**src/rtl/sonar_varredura_uc_pkg.sv**
```systemverilog
// Shared definitions for the sonar sweep controller: FSM state codes
// (also used directly as the debug display value) and the invalid-state marker.
package sonar_varredura_uc_pkg;

    typedef logic [3:0] estado_t;

    localparam estado_t ST_INICIAL            = 4'h0;
    localparam estado_t ST_PREPARACAO         = 4'h1;
    localparam estado_t ST_ESPERA_SERVO       = 4'h2;
    localparam estado_t ST_MEDIR              = 4'h3;
    localparam estado_t ST_ESPERA_MEDIDA      = 4'h4;
    localparam estado_t ST_TRANSMISSAO        = 4'h5;
    localparam estado_t ST_ESPERA_TRANSMISSAO = 4'h6;
    localparam estado_t ST_PROXIMA_POSICAO    = 4'h7;
    localparam estado_t ST_PARADO             = 4'h8;

    localparam logic [3:0] DB_INVALIDO = 4'hF;

    // Codes above ST_PARADO are unreachable in normal operation.
    function automatic logic estado_valido(input estado_t e);
        return (e <= ST_PARADO);
    endfunction

endpackage

```
**src/rtl/sonar_temporizador.sv**
```systemverilog
// Loadable down-counter shared by the servo settle wait and the echo timeout.
// Saturates at zero so a late decrement never wraps around.
module sonar_temporizador #(
    parameter int W_TIMER = 25
) (
    input  logic               clock,
    input  logic               reset,
    input  logic               carrega,
    input  logic [W_TIMER-1:0] valor,
    input  logic               decrementa,
    output logic               zero
);

    logic [W_TIMER-1:0] contagem_reg;

    always_ff @(posedge clock) begin
        if (reset) begin
            contagem_reg <= '0;
        end else if (carrega) begin
            contagem_reg <= valor;
        end else if (decrementa && (contagem_reg != '0)) begin
            contagem_reg <= contagem_reg - W_TIMER'(1);
        end
    end

    assign zero = (contagem_reg == '0);

endmodule

```
**src/rtl/sonar_varredura_uc.sv**
```systemverilog
// Sonar sweep controller: walks the servo through its positions in ping-pong
// order, and at each one settles, measures (with echo timeout) and transmits.
module sonar_varredura_uc
    import sonar_varredura_uc_pkg::*;
#(
    parameter int N_POSICOES     = 8,
    parameter int W_POS          = 3,
    parameter int T_ASSENTAMENTO = 25_000_000,
    parameter int T_TIMEOUT      = 1_500_000,
    parameter int W_TIMER        = 25
) (
    input  logic             clock,
    input  logic             reset,
    input  logic             ligar,
    input  logic             fim_medida,
    input  logic             fim_transmissao,
    output logic             zera,
    output logic             medir_distancia,
    output logic             transmitir,
    output logic [W_POS-1:0] posicao,
    output logic             timeout,
    output logic             pronto,
    output logic [3:0]       db_estado
);

    localparam logic [W_POS-1:0]   POS_MAX     = W_POS'(N_POSICOES - 1);
    localparam logic [W_TIMER-1:0] CARGA_SERVO = W_TIMER'(T_ASSENTAMENTO - 1);
    localparam logic [W_TIMER-1:0] CARGA_ECO   = W_TIMER'(T_TIMEOUT - 1);

    estado_t          estado_reg, estado_next;
    logic [W_POS-1:0] posicao_reg, posicao_next;
    logic             subida_reg, subida_next;
    logic             timeout_reg;

    logic               timer_carrega;
    logic               timer_decrementa;
    logic [W_TIMER-1:0] timer_valor;
    logic               timer_zero;

    sonar_temporizador #(
        .W_TIMER (W_TIMER)
    ) u_temporizador (
        .clock      (clock),
        .reset      (reset),
        .carrega    (timer_carrega),
        .valor      (timer_valor),
        .decrementa (timer_decrementa),
        .zero       (timer_zero)
    );

    always_ff @(posedge clock) begin
        if (reset) begin
            estado_reg <= ST_INICIAL;
        end else begin
            estado_reg <= estado_next;
        end
    end

    // fim_medida takes priority over an expiring timer in espera_medida.
    always_comb begin
        estado_next = ST_INICIAL;
        case (estado_reg)
            ST_INICIAL:            estado_next = ligar ? ST_PREPARACAO : ST_INICIAL;
            ST_PREPARACAO:         estado_next = ST_ESPERA_SERVO;
            ST_ESPERA_SERVO:       estado_next = timer_zero ? ST_MEDIR : ST_ESPERA_SERVO;
            ST_MEDIR:              estado_next = ST_ESPERA_MEDIDA;
            ST_ESPERA_MEDIDA:      estado_next = (fim_medida || timer_zero) ? ST_TRANSMISSAO
                                                                            : ST_ESPERA_MEDIDA;
            ST_TRANSMISSAO:        estado_next = ST_ESPERA_TRANSMISSAO;
            ST_ESPERA_TRANSMISSAO: estado_next = fim_transmissao ? ST_PROXIMA_POSICAO
                                                                 : ST_ESPERA_TRANSMISSAO;
            ST_PROXIMA_POSICAO:    estado_next = ligar ? ST_ESPERA_SERVO : ST_PARADO;
            ST_PARADO:             estado_next = ligar ? ST_PREPARACAO : ST_PARADO;
            default:               estado_next = ST_INICIAL;
        endcase
    end

    always_comb begin
        zera             = 1'b0;
        medir_distancia  = 1'b0;
        transmitir       = 1'b0;
        pronto           = 1'b0;
        timer_carrega    = 1'b0;
        timer_decrementa = 1'b0;
        timer_valor      = CARGA_SERVO;
        db_estado        = estado_valido(estado_reg) ? estado_reg : DB_INVALIDO;
        case (estado_reg)
            ST_INICIAL:         zera = 1'b1;
            ST_PREPARACAO: begin
                zera          = 1'b1;
                timer_carrega = 1'b1;
            end
            ST_ESPERA_SERVO:    timer_decrementa = 1'b1;
            ST_MEDIR: begin
                medir_distancia = 1'b1;
                timer_carrega   = 1'b1;
                timer_valor     = CARGA_ECO;
            end
            ST_ESPERA_MEDIDA:   timer_decrementa = 1'b1;
            ST_TRANSMISSAO:     transmitir = 1'b1;
            ST_PROXIMA_POSICAO: timer_carrega = ligar;
            ST_PARADO:          pronto = 1'b1;
            default: ;
        endcase
    end

    // Ping-pong stepping: each endpoint reverses direction and moves one step away.
    always_comb begin
        posicao_next = posicao_reg;
        subida_next  = subida_reg;
        if (subida_reg) begin
            if (posicao_reg != POS_MAX) begin
                posicao_next = posicao_reg + W_POS'(1);
            end else begin
                subida_next  = 1'b0;
                posicao_next = posicao_reg - W_POS'(1);
            end
        end else begin
            if (posicao_reg != '0) begin
                posicao_next = posicao_reg - W_POS'(1);
            end else begin
                subida_next  = 1'b1;
                posicao_next = posicao_reg + W_POS'(1);
            end
        end
    end

    always_ff @(posedge clock) begin
        if (reset) begin
            posicao_reg <= '0;
            subida_reg  <= 1'b1;
            timeout_reg <= 1'b0;
        end else begin
            if (estado_reg == ST_PROXIMA_POSICAO) begin
                posicao_reg <= posicao_next;
                subida_reg  <= subida_next;
            end
            if (estado_reg == ST_MEDIR) begin
                timeout_reg <= 1'b0;
            end else if ((estado_reg == ST_ESPERA_MEDIDA) && !fim_medida && timer_zero) begin
                timeout_reg <= 1'b1;
            end
        end
    end

    assign posicao = posicao_reg;
    assign timeout = timeout_reg;

endmodule
```
**config.mk**
```make
export PLATFORM = sky130hd
export DESIGN_NAME = sonar_varredura_uc
export DESIGN_NICKNAME = d
export VERILOG_FILES = /design/src/rtl/sonar_varredura_uc_pkg.sv /design/src/rtl/sonar_temporizador.sv /design/src/rtl/sonar_varredura_uc.sv
export SDC_FILE = /design/constraint.sdc
export NUM_CORES = 1
export LEC_CHECK = 0
export ABC_AREA = 1
export BUFFER_PORTS_ARGS = -buffer_cell sky130_fd_sc_hd__clkbuf_2
export CAP_MARGIN = 25
export CORE_UTILIZATION = 62
export DETAILED_ROUTE_END_ITERATION = 10
export PLACE_DENSITY = 0.81
export SETUP_SLACK_MARGIN = 0.1
export SYNTH_ARGS = -nofsm -noshare
export SYNTH_HDL_FRONTEND = slang
export SYNTH_HIERARCHICAL = 1
export SYNTH_SLANG_ARGS = --single-unit
```
**constraint.sdc**
```tcl
create_clock -name clock -period 3.92 [get_ports clock]
set_input_delay 0 -clock clock [delete_from_list [all_inputs] [get_ports clock]]
set_output_delay 0 -clock clock [all_outputs]
set_load 0.01 [all_outputs]
```
=== Word-level counts from Yosys, hierarchy flattened ===
Cells that the tools add are included.

* Register bits: 34
* Output and inout bits: 12
* Word-level logic and storage cells: 55

* $add $sub $neg: 3
* Order comparisons: 1
* Eq/ne operators: 9
* Muxes and demuxes: 23
* Reductions and logical operators: 14

{| class="wikitable"
|+ Operator list
! operator !! number
|-
| $mux 25 || 3
|-
| $pmux 4 s9 || 1
|-
| $logic_not 25->1 || 1
|-
| $reduce_bool 25->1 || 1
|-
| $sub 25x1->25 const B || 1
|-
| $eq 4x3->1 const B || 4
|-
| $mux 1 || 12
|-
| $mux 4 || 3
|-
| $mux 3 || 3
|-
| $eq 4x2->1 const B || 2
|-
| $reduce_or 2->1 || 4
|-
| $eq 4x1->1 const B || 1
|-
| $eq 4x4->1 const B || 1
|-
| $le 4x4->1 const B || 1
|-
| $logic_not 4->1 || 1
|-
| $add 3x1->3 const B || 1
|-
| $logic_and 1x1->1 || 3
|-
| $ne 3x3->1 const B || 1
|-
| $reduce_bool 3->1 || 1
|-
| $sub 3x1->3 const B || 1
|-
| $pmux 1 s2 || 1
|-
| $reduce_bool 2->1 || 1
|-
| $logic_not 1->1 || 1
|-
| $logic_or 1x1->1 || 1
|}

=== Depth between registers and ports, before layout ===
Gate-level depths: netlist of run 1.

* Word-level depth: 6
* Gate-level depth with buffers: 12
* Depth with buffers taken out: 12

=== Modules after synthesis ===
Netlist of run 1, hierarchy kept.

{| class="wikitable"
|+ Modules (own cells, without submodules)
! module !! instances !! cells an instance !! area each (µm²) !! seq. area each (µm²)
|-
| sonar_temporizador || 1 || 336 || 2015.7 || 500.5
|-
| sonar_varredura_uc || 1 || 93 || 608.1 || 180.2
|}

=== Worst setup path before layout of run 1 ===
No wires, ideal clock.

* Kind: register to register
* From: register estado_reg[3]
* To: register u_temporizador.contagem_reg[24]
* Setup time: 0.130 ns
* Arrival: 1.890 ns
* Data required time: 3.790 ns
* Path slack: 1.900 ns
* Cell stages (with the launch flop): 10
* Path buffers: 1
* Cells stage by stage: dfxtp_1 -> nor2_1 -> inv_1 -> o21ai_0 -> inv_1 -> clkbuf_1 -> nand3b_1 -> nand2_1 -> a21oi_1 -> nor2_1

* Elaborated cells between the ends (all ways): 13
* Those cells by class: 5 x eq/ne; 4 x mux; 4 x reduce/logical

{| class="wikitable"
|+ RTL lines
! item !! line !! RTL
|-
| start: declaration || sonar_varredura_uc.sv:30 || <nowiki>estado_t estado_reg, estado_next;</nowiki>
|-
| start signal: assignment || sonar_varredura_uc.sv:55 || <nowiki>estado_reg <= estado_next;</nowiki>
|-
| $eq 4x2->1 or $eq 4x1->1 (tied branches) || sonar_varredura_uc.sv:87 || <nowiki>case (estado_reg)</nowiki>
|-
| $reduce_or 2->1 (no source line) || n/a ||
|-
| $pmux 1 s2 * || sonar_varredura_uc.sv:87 ||
|-
| via timer_carrega || sonar_varredura_uc.sv:35 || <nowiki>logic timer_carrega;</nowiki>
|-
| $mux 25 or $reduce_bool 2->1 (tied branches) || n/a ||
|-
| end signal: assignment || sonar_temporizador.sv:20 || <nowiki>contagem_reg <= valor;</nowiki>
|-
| end signal: assignment || sonar_temporizador.sv:22 || <nowiki>contagem_reg <= contagem_reg - W_TIMER'(1);</nowiki>
|-
| end: declaration || sonar_temporizador.sv:14 || <nowiki>logic [W_TIMER-1:0] contagem_reg;</nowiki>
|}

The timed path passes the listed nets; every way through them passes the cells marked *.
A chain may end at the register's enable or synchronous reset.

=== Worst setup path after layout of run 1 ===
* From: register estado_reg[3]
* To: register u_temporizador.contagem_reg[17]

The elaborated chain is that of the path after synthesis.

==> results of run 1 <==
==> power groups by stage <==
stage | Sequential [uW] | Clock, uW | Combinational, uW
2_1_floorplan | 446 | 0 | 662
3_3_place_gp | 461 | 0 | 766
3_5_place_dp | 463 | 0 | 785
4_1_cts | 456 | 280 | 793
5_1_grt | 463 | 293 | 908
6_report | 458 | 276 | 808
==> metal layers <==
metal	GRT usage	up-vias	share of wire
met2	0.505	75	0.45
met3	0.0514	10	0.050
met4	0.0931	0	0.013
met1	0.387	1207	0.48
li1	-	1386	-
met5	0	-	0
==> worst paths after layout <==
check | from | to | depth (start not counted)
max reg2reg | estado_reg[3] | u_temporizador/contagem_reg[17] | 11
min | fim_transmissao | estado_reg[0] | 5
max | estado_reg[3] | u_temporizador/contagem_reg[17] | 11
min reg2reg | timeout | timeout | 2
==> logic make-up (layout without fill, tap and decap cells) <==
kind of cell               count (synthesis)  after routing  share of synthesized area
adders and majority gates                  6              6                     0.0286
DFF                                       34             34                      0.259
AOI/OAI and AO/OA                         35             35                     0.0873
buffers and inverters                     61             77                     0.0954
other                                      2             12                    0.00286
and+or+nand+nor                          286            286                      0.510
xor gates and xnor gates                   5              5                     0.0167
==> Yosys cell counts (all sizes together) <==
master	n
a211oi	1
a21boi	1
a21oi	20
buf	4
clkbuf	7
clkinv	1
conb	2
dfxtp	34
ha	6
inv	49
nand2	138
nand3	45
nand3b	3
nand4	8
nor2	83
nor3	6
o211ai	1
o21ai	12
or2	3
xnor2	2
xor2	3
==> worst max-delay path: cells and delay by family (launching register included) <==
family          cells  cell delay [ps]
buf+inv             3              870
compound gates      1              100
flops               1              450
simple gates        7             1120
==> metrics by stage <==
stage / cell area, um^2 / util / instances / setup slack (ps) / hold WS, ps
2_1_floorplan: 2660 / - / 439 / 1900 / 69.1
3_3_place_gp: 2750 / 0.682 / 494 / 1070 / 214
3_5_place_dp: 2750 / 0.682 / 494 / 958 / 213
5_1_grt: 2870 / 0.713 / 505 / 1060 / 114
4_1_cts: 2860 / 0.709 / 504 / 913 / 77.6
6_report: 2870 / 0.713 / 505 / 1290 / 69.4
==> layout make-up <==
class | count | area, um^2 | area share
clock buffer | 7 | 86.3 | 0.0301
clock inverter | 1 | 5.00 | 0.00174
inverter | 50 | 189 | 0.0658
multi-input combinational | 344 | 1730 | 0.604
sequential | 34 | 681 | 0.237
tap | 50 | 62.6 | 0.0218
timing repair buffer | 19 | 115 | 0.0401
==> results.txt, run 1 <==
- Antenna diode count: 0
- Crit path max fanout: 25
- The tree is rooted in a sky130_fd_sc_hd__clkbuf_8.
- Overall power consumption: 1540 uW
* Commonest cells after routing, fill and taps aside: 128 x sky130_fd_sc_hd__nand2_1, 65 x sky130_fd_sc_hd__nor2_1, 47 x sky130_fd_sc_hd__inv_1, 43 x sky130_fd_sc_hd__nand3_1, 34 x sky130_fd_sc_hd__dfxtp_1
- Buffers added on ports: 16
- Max-cap violations in this run came to 0.
- The min-delay analysis places its worst path in the category input pin to flop.
* Setup violation total in the final timing report: 0
* Cell chain of the critical path: nor2_4 > nand2_4 > clkinv_2 > nand2_1 > o21ai_2 > buf_8 > inv_1 > nand3_2 > nor2_1 > nor2_1 > nor2_1
- In this run the mean area of a mapped cell was 6.12 um^2.
- Endpoint arrival time on the critical path: 2850 ps
- The layout has 335 filler cells.
- The first global-routing pass estimated 10.2 mm of wire.
* Critical path's most frequent cell: sky130_fd_sc_hd__nor2_1
- Clock input transition at the sequential cells of the worst setup and hold paths: 70 ps
* I/O pin cnt: 17
- Drt initial violations: 231
- Of the total power, the share spent switching nets is 0.482.
* Longest individual stage delay on the worst path: 590 ps
* Max reg flops: 25
- Peak Freq: 0.380 GHz
- Total net switching power: 743 uW
* Internal: 800 uW
* Required time of the critical path: 4140 ps
* DRT Pass-1 Iters: 5
- Of all cell types, the one taking the most synthesized area is sky130_fd_sc_hd__dfxtp_1.
- The area growth from synthesis to layout is 9.49%.
- Entering global routing, the biggest net connects 26 pins.
- In this run the post-CTS setup repair buffer count came out at 0.
- Static Leakage: 0.00144 uW
- Slew margin rel.: 0.471
* Total vias in the final route: 2,678
- Clock network fraction of total power: 0.179
- For this block, the routed nets add up to 6.18 mm of wire.
- Share of the synthesized area in the top cell type: 0.259
* Final clock period utilization by the worst path: 0.671
- Initial antenna violation count: 0
- Number of nets in the finished design: 465
- Die outline height: 67.1 um
- Die span in x: 67.1 um
- Synthesis inferred 34 register bits.
- TNS Setup: 0 ps
* Total grt overflow: 0
- Dividing the detail-routed via count by the number of cells gives 5.30.
- Slew of the pin with the lowest slew margin: 791 ps
- The worst setup path is launched from a flop.
- Final count of pins violating max slew: 0
- After floorplanning, the core was divided into 23 placement rows.
- Across the VDD grid, the largest voltage drop is 314 uV.
* Post-DRT Antenna Nets: 0
- After clock tree synthesis, the repair step resized 0 gates.
* Status: finished, final reports clean
- Sequential element share of the synthesized area: 0.259
- Of the cells placed in the final design, the portion with a size suffix greater than 1 is 0.167.
- By startpoint and endpoint, the worst setup path is classified as flop to flop.
- Unique cell type count in the Yosys netlist: 35
* Clock tree skew after final layout: 8.54 ps
- Total die area: 4500 um^2
- After synthesis the cells add up to 2620 um^2.
- Total core area: 4030 um^2
* Minimum clock period: 2630 ps
* Synth Instances: 429
- Cells taking the most area after synthesis: sky130_fd_sc_hd__dfxtp_1 26%, sky130_fd_sc_hd__nand2_1 18%, sky130_fd_sc_hd__nor2_1 9.3%
- Weighted congestion at the end of routability-driven global placement: 0.870
- Overall routing resource usage: 0.301
* Number of remaining DRC errors: 0
* Worst-skew pair later-pin latency: 290 ps
- Power density normalized to cell area: 537 nW/um^2
- Clock buffer depth: 2
- Buffers inserted to repair hold after CTS numbered 2.
- H-tree lvl count: 2
- RSZ-0062 raised after global routing: false
- For this design, the sink count on the clock tree is 34.
* HPWL after DPL: 4.34 mm
- WL per Instance: 12.2 um
- Leaving out fill and tap cells, the most frequent cell in the layout is sky130_fd_sc_hd__nand2_1.
- Via count of the first global-routing pass: 2,319
- Critical path endpoint category: flop
* Yosys warnings: 6
- Worst R2R Setup Slack: 1290 ps
- Proportion of power drawn by flip-flops and latches: 0.297
- For this configuration, the core starts out at a cell density of 0.651.
* Number of buffers inserted during clock tree synthesis: 5
- Crit-path slowest cell: sky130_fd_sc_hd__inv_1
- The final hold violation count was 0.
- Clock tree from TritonCTS: built
- Combinational power share: 0.524
No activity file was read; power rests on OpenSTA's default activity.
==> inputs of run 2 (changes only) <==
--- a/config.mk
+++ b/config.mk
@@ -5,12 +5,12 @@
 export SDC_FILE = /design/constraint.sdc
 export NUM_CORES = 1
 export LEC_CHECK = 0
-export ABC_AREA = 1
+export ABC_AREA = 0
 export BUFFER_PORTS_ARGS = -buffer_cell sky130_fd_sc_hd__clkbuf_2
 export CAP_MARGIN = 25
-export CORE_UTILIZATION = 62
+export CORE_UTILIZATION = 54
 export DETAILED_ROUTE_END_ITERATION = 10
-export PLACE_DENSITY = 0.81
+export PLACE_DENSITY = 0.76
 export SETUP_SLACK_MARGIN = 0.1
 export SYNTH_ARGS = -nofsm -noshare
 export SYNTH_HDL_FRONTEND = slang
==> constraint.sdc (replaced) <==
create_clock -name clock -period 2.3 [get_ports clock]
set_input_delay 0 -clock clock [delete_from_list [all_inputs] [get_ports clock]]
set_output_delay 0 -clock clock [all_outputs]
set_load 0.01 [all_outputs]
==> run 2 against run 1 <==
  * Clock skew shrank 0.95 ps
  * Via count decreased by 20%
  * Sequential share of layout area rose by 2.7 points
  * Die area is 4.7% lower
  * Highest routed layer unchanged
  * Maximum frequency increased by 21%
  * Synthesized area fell by 17%
  * Flip-flop and latch count did not move
  * Wire length down 13%
  * Largest power group is now registers
  * Hold slack gained 44 ps
==> results.txt, run 2 <==
* Share of the synthesized netlist area taken by xor and xnor gates: 0.0322 (+0.0155)
* Number of remaining DRC errors: 0 (unchanged)
- Final setup slack of the worst path: 123 ps (-1170 ps)
- Endpoint arrival time on the critical path: 2360 ps (-490 ps)
- The width of the die came to 65.5 um (-2.4%).
- The top-level port count is 17 (unchanged).
- Effective utilization at floorplan: 0.577 (-0.0746)
- Multi-input gate area in the final layout: 1420 um^2 (-18%)
- The initial antenna violation count came to 0 (unchanged).
- The maximum clock frequency came to 0.459 GHz (+21%).
- The antenna cell count came to 0 (unchanged).
- The sum of overflow across all layers after global routing is 0 (unchanged).
- The post-route cell area is 2580 um^2 (-10%).
- Crit path max fanout: 12 (-52%)
* Critical path start-end classification: flop to flop
- The proportion of layout cells with a drive suffix above 1 came to 0.210 (+0.0433).
- The area share of the largest cell type after synthesis came to 0.313 (+0.0536).
- Top cells by instance count after synthesis: 34 x sky130_fd_sc_hd__dfxtp_1, 33 x sky130_fd_sc_hd__nor2_1, 15 x sky130_fd_sc_hd__inv_1
* Mux share of post-synthesis cell area: 0.00518 (+0.00518)
* Utilization of the core after routing: 0.685 (-0.0276)
- The delay contributed by the slowest stage of the critical path came to 460 ps (-130 ps).
- Final clock period utilization by the worst path: 0.947 (+0.275)
* Relative area change from synthesis to final layout: 18.9%
* Die outline height: 65.5 um (-2.4%)
- Clock buffer depth: 2 (unchanged)
* Unique cell type count in the Yosys netlist: 55 (+57%)
- The synthesized area divided by synthesized cell count came to 8.05 um^2 (+32%).
- The number of CTS-inserted buffers is 5 (unchanged).
- The number of enable-type register cells in the synthesized netlist came to 0 (unchanged).
- Yosys attributes the largest share of cell area to sky130_fd_sc_hd__dfxtp_1 31%, sky130_fd_sc_hd__nor2_1 5.7%, sky130_fd_sc_hd__a311oi_1 5.2%.
- The share of synthesized cell area in and, or, nand and nor gates was 0.296 (-0.213).
* Kind of start point of the critical path: flop
* Minimum hold slack: 113 ps (+43.6 ps)
* Post-CTS Setup Repair Bufs: 0 (unchanged)
* Required time of the critical path: 2490 ps (-1650 ps)
- The count of H-tree levels built during CTS is 2 (unchanged).
* WL per Instance: 15.1 um (+23%)
* HPWL after DPL: 3.61 mm (-17%)
- Max reg flops: 25 (unchanged)
- Drt initial violations: 132 (-43%)
- Total die area: 4290 um^2 (-4.7%)
- Status: finished, final reports clean
- Max-cap viol count: 0 (unchanged)
- The number of clock sinks was 34 (unchanged).
- Netlist Area Pre-Place: 2170 um^2 (-17%)
- Cell row count: 22 (-4.3%)
- Commonest cells after routing, fill and taps aside: 33 x sky130_fd_sc_hd__nor2_1, 33 x sky130_fd_sc_hd__dfxtp_1, 24 x sky130_fd_sc_hd__buf_4, 16 x sky130_fd_sc_hd__clkbuf_2, 15 x sky130_fd_sc_hd__inv_1
* Ys async rst share: 0 (unchanged)
- Power density normalized to cell area: 693 nW/um^2 (+29%)
* Clock tree from TritonCTS: built
* RSZ-0062 raised after global routing: true
* Dominant combinational cell family by area after synthesis: simple AND/OR/NAND/NOR gates
- The biggest area contributor in the post-synthesis netlist is sky130_fd_sc_hd__dfxtp_1.
* Total vias in the final route: 2,148 (-20%)
* Placed cell area: 2430 um^2 (-12%)
- Final count of pins violating max slew: 0 (unchanged)
- Buffers added on ports: 16 (unchanged)
- The shortest clock period the worst path allows after layout was 2180 ps (-454 ps).
- The relative slew slack was 0.616 (+0.146).
- Sequential element share of the synthesized area: 0.313 (+0.0536)
* Flip-flop cell with the highest count after synthesis: sky130_fd_sc_hd__dfxtp_1
- Hold violation total from the final report: 0 (unchanged)
* Synth Instances: 270 (-37%)
* Worst-skew pair later-pin latency: 290 ps (about the same)
* Overall routing resource usage: 0.267 (-0.0349)
- The CTS clock-pin slew for the worst setup and hold paths came to 70 ps (about the same).
- Storage element area: 682 um^2 (+0.18%)
- Number of register bits inferred by synthesis: 34 (unchanged)
* Clock tree skew after final layout: 7.59 ps (-0.949 ps)
- The total wire length after detailed routing came to 5.40 mm (-13%).
* Total core area: 3770 um^2 (-6.4%)
- Crit-path slowest cell: sky130_fd_sc_hd__nor3_1
* Via count of the first global-routing pass: 1,963 (-15%)
- Post-synthesis compound-gate area fraction: 0.241 (+0.154)
* CTS root buffer: sky130_fd_sc_hd__clkbuf_8
* Layout filler cell count: 311 (-7.2%)
* Vias per std cell: 6.02 (+13%)
- The actual slew at the worst max-slew pin came to 561 ps (-230 ps).
- The number of endpoints failing setup at the final stage came to 0 (unchanged).
- The routability congestion estimate from global placement came to 0.874 (+0.40%).
- The static power due to leakage is 0.00104 uW (-28%).
- The global-route wire length before repair is 8.83 mm (-14%).
* Most instantiated library cell after synthesis: sky130_fd_sc_hd__dfxtp_1
- Largest net degree at the start of global routing: 24 (-7.7%)
- Number of nets in the finished design: 319 (-31%)
- Traced cell by cell, the critical path runs through nor3_1 > and4_2 > a211o_2 > buf_4 > o41ai_1 > a311oi_1.
- Adder-cell share of the synthesized area: 0.0345 (+0.00591)
- The worst setup slack before clock tree synthesis was 122 ps (-835 ps).
* Peak supply drop: 464 uV (+48%)
- Post-DRT Antenna Nets: 0 (unchanged)
- Critical path endpoint category: flop
- DRT Pass-1 Iters: 5 (unchanged)
- Worst Hold Class: input pin to flop
* Yosys warnings: 6 (unchanged)
## run 2: cell count changes in the layout (fill, tap and decap cells not counted), sizes merged, moves of 7 or more
cell	before	now
a311oi	0	14
a21oi	20	7
o31ai	0	7
buf	1	24
nor4	0	7
a211oi	1	9
nand3	45	4
nand2	138	13
or3	0	7
nor3	6	14
inv	49	15
nor2	83	33
## run 2: layout make-up
type,count,share of cell area
Clock buffer,7,0.0334
Timing Repair Buffer,42,0.108
Inverter,15,0.0218
Sequential cell,34,0.264
Multi-Input combinational cell,210,0.547
Clock inverter,1,0.00194
Tap cell,48,0.0232
## run 2: per-stage QoR
step	instances	setup TNS, ps	power [uW]
after floorplan	280	0	1100
after global placement	347	0	1270
after detailed placement	347	0	1280
after CTS	357	0	1740
after global routing	357	-30.3	1880
final	357	0	1790
## run 2: path summary, 6_finish.rpt
path,start,end,slack (ps),cells after the start
worst min register to register,u_temporizador/contagem_reg[1],u_temporizador/contagem_reg[1],520,2
worst max register to register,u_temporizador/contagem_reg[9],u_temporizador/contagem_reg[22],120,6
worst min-delay path,fim_medida,timeout,110,4
worst max-delay path,u_temporizador/contagem_reg[9],u_temporizador/contagem_reg[22],120,6
## run 2: critical path: cells and delay by family, from the launching register on
family	cells	cell delay, ps
flip-flops	1	370
buffers and inverters	1	170
AND/OR/NAND/NOR	2	890
AO/OA/AOI/OAI	3	650
## run 2: cells by family (layout without fill, tap and decap cells)
family | Yosys count | after routing
AOI/OAI and AO/OA | 68 | 68
muxes | 1 | 1
DFF | 34 | 34
xor gates and xnor gates | 8 | 8
adders and majority gates | 6 | 6
and+or+nand+nor | 115 | 115
buffers and inverters | 36 | 65
other | 2 | 12
## run 2: power by group
part	switching (uW)	total [uW]	internal, uW
Combinational	360	617	256
Clock	224	466	242
Sequential	59.5	709	650
Total	644	1790	1150
## run 2: per-layer routing
layer,vias up,global-route usage,routed length [um]
met3,13,0.0712,300
met1,989,0.332,2460
met4,0,0.117,106
li1,1076,-,-
met5,-,0,0
met2,70,0.428,2530
## run 2: repair_timing
item,in CTS,in global routing
hold buffers,2,0
endpoints found under the hold margin,2,0
resized for setup,1,9
endpoints found under the setup margin,1,14
pin swaps,0,0
